--- config.mk ---
export PLATFORM = sky130hd
export DESIGN_NAME = cordic_shift_sched
export DESIGN_NICKNAME = d
export VERILOG_FILES = /design/src/rtl/cordic_shift_sched.sv
export SDC_FILE = /design/constraint.sdc
export NUM_CORES = 1
export LEC_CHECK = 0
export ABC_AREA = 1
export CAP_MARGIN = 10
export CELL_PAD_IN_SITES_DETAIL_PLACEMENT = 1
export CELL_PAD_IN_SITES_GLOBAL_PLACEMENT = 1
export CORE_ASPECT_RATIO = 0.75
export CORE_MARGIN = 2
export CORE_UTILIZATION = 31
export DETAILED_ROUTE_END_ITERATION = 10
export GPL_TIMING_DRIVEN = 0
export MAX_ROUTING_LAYER = met4
export PLACE_DENSITY_LB_ADDON = 0.25
export SYNTH_ARGS = -nofsm -noshare
export SYNTH_HDL_FRONTEND = slang
export SYNTH_SLANG_ARGS = --single-unit
--- constraint.sdc ---
create_clock -name clk -period 1.8 [get_ports clk]
set_input_delay 0.36 -clock clk [delete_from_list [all_inputs] [get_ports clk]]
set_output_delay 0.36 -clock clk [all_outputs]
set_load 0.02 [all_outputs]
--- src/rtl/cordic_shift_sched.sv ---
// rtl/cordic_shift_sched.sv - CORDIC x/y scaling scheduler sharing one FP right-shift unit
// Each iteration: fetch x/y, shift x then y through the shared unit, present the pair.
module cordic_shift_sched #(
  parameter int MAX_ITER = 16
) (
  input  logic        clk,
  input  logic        rst,
  input  logic        start,
  input  logic [4:0]  n_iter,
  input  logic [31:0] x_cur,
  input  logic [31:0] y_cur,
  input  logic        cur_valid,
  output logic [31:0] sh_val,
  output logic [3:0]  sh_amt,
  input  logic [31:0] sh_res,
  output logic [31:0] xs,
  output logic [31:0] ys,
  output logic [3:0]  iter,
  output logic        step_valid,
  input  logic        step_ack,
  output logic        busy,
  output logic        done
);

  typedef enum logic [2:0] {
    IDLE    = 3'd0,
    FETCH   = 3'd1,
    SHX     = 3'd2,
    SHY     = 3'd3,
    PRESENT = 3'd4,
    DONE    = 3'd5
  } state_t;

  localparam logic [4:0] MAX_N = 5'(MAX_ITER);

  state_t      state;
  state_t      state_nxt;
  logic [4:0]  n_lat;
  logic [31:0] x_lat;
  logic [31:0] y_lat;
  logic [4:0]  n_clamp;
  logic        last_iter;

  assign n_clamp   = (n_iter > MAX_N) ? MAX_N : n_iter;
  // n_lat is never 0 outside IDLE/DONE, so the subtraction cannot underflow when it matters
  assign last_iter = ({1'b0, iter} == (n_lat - 5'd1));

  always_ff @(posedge clk) begin
    if (rst) begin
      state <= IDLE;
    end else begin
      state <= state_nxt;
    end
  end

  always_comb begin
    state_nxt = state;
    case (state)
      IDLE:    if (start) state_nxt = (n_clamp == 5'd0) ? DONE : FETCH;
      FETCH:   if (cur_valid) state_nxt = SHX;
      SHX:     state_nxt = SHY;
      SHY:     state_nxt = PRESENT;
      PRESENT: if (step_ack) state_nxt = last_iter ? DONE : FETCH;
      DONE:    state_nxt = IDLE;
      default: state_nxt = IDLE;
    endcase
  end

  always_ff @(posedge clk) begin
    if (rst) begin
      n_lat <= 5'd0;
      iter  <= 4'd0;
      x_lat <= 32'd0;
      y_lat <= 32'd0;
      xs    <= 32'd0;
      ys    <= 32'd0;
    end else begin
      case (state)
        IDLE: begin
          if (start) begin
            n_lat <= n_clamp;
            iter  <= 4'd0;
          end
        end
        FETCH: begin
          if (cur_valid) begin
            x_lat <= x_cur;
            y_lat <= y_cur;
          end
        end
        SHX:     xs <= sh_res;
        SHY:     ys <= sh_res;
        PRESENT: if (step_ack && !last_iter) iter <= iter + 4'd1;
        default: ;
      endcase
    end
  end

  // Shared shifter sees zero operands whenever this block is not using it
  always_comb begin
    sh_val     = 32'd0;
    sh_amt     = 4'd0;
    step_valid = 1'b0;
    busy       = (state != IDLE);
    done       = 1'b0;
    case (state)
      SHX: begin
        sh_val = x_lat;
        sh_amt = iter;
      end
      SHY: begin
        sh_val = y_lat;
        sh_amt = iter;
      end
      PRESENT: step_valid = 1'b1;
      DONE:    done = 1'b1;
      default: ;
    endcase
  end

endmodule

==> out/results.ini, run 1 <==
[run_status]
status=complete, but fails checks
violations=setup timing

[worst_setup_path]
crit_path_end_kind=primary output
reg2reg_depth=12
crit_arrival_ns=1.72
critPathRequiredTime_ns=1.44
regToRegSetupSlack_ns=0.13
worstPathMaxFanout=7
crit_path_start_kind=flop
crit_type=flop to primary output

[detailed_routing]
drt-initial-drc-count=234
vias=6228
via_per_inst=4.780
drc=0
ant_nets=0
totalWireLength_um=22920
wire_per_inst_um=17.59
drt_first_pass_iters=4

[clock_tree]
cts_buffers=17
htreeDepth=4
cts_num_sinks=140
clk_latency_ns=0.42
hold_buffers=0
clockRootBuffer=clkbuf_16
clock_path_buffers=2
cts_tree=built
path_clk_slew_ns=0.06

[sta]
fmax_mhz=479.8
min_period_ns=2.084
layout_setup_ws_ns=-0.2841
maxSlewHeadroom_pct=56.88
fin_skew_ns=0.005460
timing.final.crit_share_pct=115.8
rsz0062_at_grt=yes
finalSetupViolCount=35
hold_viol_final=0
slew_violations=0
max_slew.worst_pin.slew_ns=0.6469

[synthesis]
ys_ff_latch=140
netlist_instances=794
synth_warnings=0
synthDistinctLibCells=27
synth_top_area_cell=dfxtp_1
yosysSeqAreaShare_pct=49.07
synth_area_per_cell_um2=7.194
synth.area.top_cells=dfxtp_1, nor2_1, nand2_1, o21ai_0, nand3_1
synthesis.area_mm2=0.005712
synth.top_cell.area_share_pct=49.07
synth_nets=902

[placement]
gp_congestion=0.8221
numPortBuffers=212
dp.cells=1248
placed_area_mm2=0.008137
dp_hpwl_um=15830

[pwr]
power_mw=11.00
leakage_nw=4.081
power.density_mw_per_mm2=1152
vdd_ir_drop_max_mv=0.6573

[floorplan]
ioPinCount=213
die_h_um=121.6
row_count=42
fp.dieW_um=160.7
dieArea_mm2=0.01954
core-area_mm2=0.01787
initial_core_util_pct=31.97

[global_route]
grt_use_total_pct=23.75
grt_max_degree=17
grt_pass1_vias=6421
grt_pass1_wl_um=34890
gr-total-overflow=0
antenna_found_initial=1

[finish]
design_area_mm2=0.009549
stdcell_count=1303
n_fill_cell=2149
final_core_util_pct=53.45
area_growth_pct=67.19
nets=1156
drive_above_1_share_pct=20.19

[min_path]
holdCritPathClass=flop to flop
whs_path_depth=2

[run]
drv_cap=0

==> power breakdown <==
group / switching [mW] / internal, mW
clock: 1.45 / 2.22
combinational: 1.94 / 1.55
sequential: 0.281 / 3.55
==> synthesized netlist by cell type <==
cell / count
inv_1: 20
buf_4: 9
a31oi_1: 1
xnor2_1: 1
buf_2: 14
a21oi_1: 41
nor2_1: 211
clkbuf_1: 20
nand2_2: 2
nor3_4: 1
buf_1: 3
xor2_1: 1
nor3_1: 2
a41oi_1: 1
buf_6: 3
nor2_2: 2
nand4_1: 6
o21ai_0: 84
nor2_4: 3
nand2_1: 125
nand3_1: 73
o21ai_1: 17
clkbuf_2: 6
dfxtp_1: 140
inv_2: 5
nand3_2: 1
ha_1: 2
==> cell families (layout without fill, tap and decap cells) <==
kind of cell	after synthesis	after routing	share of synthesized area, %
buffers and inverters	80	346	6.681
AOI/OAI and AO/OA	144	144	12.71
adders and majority gates	2	2	0.4380
and+or+nand+nor	426	426	30.80
other	0	1	0
xor gates and xnor gates	2	2	0.3067
DFF	140	140	49.07
==> placed cells by master (no fill, tap or decap), drive strengths merged, types with 2 or more instances in the layout <==
| cell type | Yosys | layout |
|---|---|---|
| dfxtp | 140 | 140 |
| nor3 | 3 | 3 |
| a21oi | 41 | 41 |
| nor2 | 216 | 216 |
| clkbuf | 26 | 46 |
| dlygate4sd2 | 0 | 4 |
| dlymetal6s2s | 0 | 3 |
| clkdlybuf4s50 | 0 | 166 |
| nand2 | 127 | 127 |
| inv | 25 | 27 |
| clkinvlp | 0 | 2 |
| nand3 | 74 | 74 |
| o21ai | 101 | 101 |
| ha | 2 | 2 |
| nand4 | 6 | 6 |
| buf | 29 | 89 |
| clkinv | 0 | 6 |
| bufinv | 0 | 3 |
==> stage by stage <==
stage	hold slack [ns]	setup slack (ns)	TNS [ns]
finish	0.4587	-0.2841	-8.612
global route	0.4845	-0.3690	-11.62
CTS	0.4626	-0.3190	-9.265
detailed placement	0.4545	-0.6895	-45.05
global placement	0.4500	-0.6928	-39.88
floorplan	0.4554	0.1838	0
==> repair_timing <==
| item | 4_1_cts | 5_1_grt |
|---|---|---|
| hold endpoints to repair | 0 | 0 |
| pin swaps | 8 | 17 |
| buffers inserted | 14 | 5 |
| gates cloned | 2 | 3 |
| setup endpoints to repair | 47 | 52 |
| resized for setup | 300 | 91 |
==> final timing paths <==
path,to,startpoint
setup reg to reg,iter[2],n_lat[0]
setup / recovery,sh_val[0],state[1]
hold / removal,xs[23],xs[23]
hold reg to reg,xs[23],xs[23]
==> area by class of cell <==
class	instances	area [um2]	area share [%]
Timing Repair Buffer	236	2456	25.72
Tap cell	242	302.8	3.171
Clock buffer	18	439.2	4.599
Multi-Input combinational cell	574	2836	29.70
Clock inverter	13	167.7	1.756
Sequential cell	140	2815	29.48
Buffer	54	427.9	4.481
Antenna cell	1	2.502	0.02621
Inverter	25	101.3	1.061
==> critical path, cell delays in order (launching register included) <==
cell and delay (ns):
dfxtp_4 0.35, inv_2 0.04, nor2_4 0.14, inv_4 0.06, nor2_4 0.12, buf_12 0.18
buf_12 0.16, nand2_4 0.05, nand2_2 0.07, buf_6 0.12
==> registers in the layout, indices dropped and copies added, names as in the netlist <==
signal and count:
iter 4, n_lat 5, state 3, x_lat 32
xs 32, y_lat 32, ys 32
==> metal layers <==
metal	global-route usage, %	vias to the layer above	routed length [um]
li1	-	3084	-
met1	31.31	2972	10730
met2	36.83	143	10800
met3	4.937	29	1007
met4	7.589	0	378
met5	-	-	0
No activity file was read; power rests on OpenSTA's default activity.
==> inputs of run 2 (changes only) <==
Settings changed: GPL_TIMING_DRIVEN 0 to not set.
Clock period 1.8 ns to 1.93 ns, I/O delays scaled along.
==> out/results.ini, run 2 (synthesized netlist as in run 1, its figures left out) <==
[run]
drv_cap=0

[sta]
max_slew.worst_pin.slew_ns=0.4328
hold_viol_final=0
timing.final.crit_share_pct=102.6
min_period_ns=1.981
maxSlewHeadroom_pct=71.14
layout_setup_ws_ns=-0.05075
fmax_mhz=504.9
slew_violations=0
rsz0062_at_grt=yes
finalSetupViolCount=11
hold_ws_ns=0.4585
fin_skew_ns=0.01111

[detailed_routing]
totalWireLength_um=20550
wire_per_inst_um=16.39
vias=5923
drc=0
drt-initial-drc-count=300
via_per_inst=4.723
drt_first_pass_iters=4
ant_nets=0

[clock_tree]
clockRootBuffer=clkbuf_16
cts_tree=built
htreeDepth=4
path_clk_slew_ns=0.06
cts_buffers=17
hold_buffers=0
clock_path_buffers=2
clk_latency_ns=0.41
cts_num_sinks=140

[finish]
nets=1107
n_fill_cell=2182
antenna_cells=0
final_core_util_pct=49.63
final_cell_mix=nor2_1, clkdlybuf4s50_1, dfxtp_1, nand2_1, o21ai_0
drive_above_1_share_pct=13.74
area_growth_pct=55.25
layout_commonest_cell=nor2_1

[floorplan]
die_h_um=121.6
core-area_mm2=0.01787
initial_core_util_pct=31.97
ioPinCount=213
row_count=42
dieArea_mm2=0.01954
fp.dieW_um=160.7

[worst_setup_path]
crit_arrival_ns=1.59
crit_path_end_kind=primary output
crit_path_max_incr_delay_ns=0.33
cp_slowest_cell=dfxtp_2
crit_buf_inv=5
path_delay_family=buffers and inverters
crit_type=flop to primary output
crit_path_start_kind=flop
worstPathMaxFanout=8
regToRegSetupSlack_ns=0.12
critPathRequiredTime_ns=1.54
crit_chain=inv_2, nor2_4, inv_2, nor2_4, buf_6, buf_12, nand2_1, nand2_1, buf_6

[global_route]
antenna_found_initial=0
grt_max_degree=78
grt_pass1_vias=6059
grt_use_total_pct=21.82
gr-total-overflow=0
grt_pass1_wl_um=32600

[placement]
numPortBuffers=212
dp_hpwl_um=13840
gp_congestion=0.7871
pre_cts_ws_ns=-0.07366

[pwr]
power_mw=9.456
power.density_mw_per_mm2=1066
vdd_ir_drop_max_mv=0.5029
leakage_nw=3.659

[min_path]
holdCritPathClass=flop to flop

[run_status]
violations=setup timing
status=complete, but fails checks

-- run 2: where the power goes --
group / switching (mW) / internal, mW / leakage, nW
logic: 1.59 / 1.16 / 2.23
clock network: 1.34 / 1.83 / 0.283
registers: 0.229 / 3.31 / 1.14
-- run 2: cell type report --
cell class | count | area (um2) | area share, %
Multi-Input combinational cell | 574 | 2615 | 29.49
Clock buffer | 18 | 439.2 | 4.953
Inverter | 25 | 93.84 | 1.058
Sequential cell | 140 | 2806 | 31.65
Tap cell | 242 | 302.8 | 3.415
Clock inverter | 14 | 133.9 | 1.510
Timing Repair Buffer | 241 | 2476 | 27.92
-- run 2: worst paths after layout --
path / startpoint / end / depth (start not counted)
hold reg to reg: xs[27] / xs[27] / 2
setup / recovery: state[1] / sh_val[19] / 9
setup reg to reg: state[1] / xs[0] / 9
hold / removal: xs[27] / xs[27] / 2
-- run 2: routing by layer --
metal  GRT usage, %  part of all wire (%)  vias to the layer above
li1               -                     -                     2983
met4          6.529                   1.3                        0
met2          35.24                    48                      118
met5              -                     0                        -
met3          4.562                   3.9                       16
met1          27.80                    47                     2806
-- run 2: worst min-delay path, cell delays in order, from the launching register on --
cell     delay [ns]
dfxtp_1        0.31
nand2_1        0.06
a21oi_1        0.05
-- run 2: timing repair --
item	CTS	global route
buffers inserted	4	0
pin swaps	2	3
endpoints found under the setup margin	42	108
gates cloned	2	0
gates resized for setup	235	24
-- run 2: per-stage QoR --
step,instances,area [um2],setup TNS [ns]
3_3_place_gp,1218,8124,-0.1130
4_1_cts,1256,8892,-2.438
3_5_place_dp,1218,8124,-1.599
5_1_grt,1254,8867,-3.462
2_1_floorplan,794,5712,0
6_report,1254,8867,-0.2718
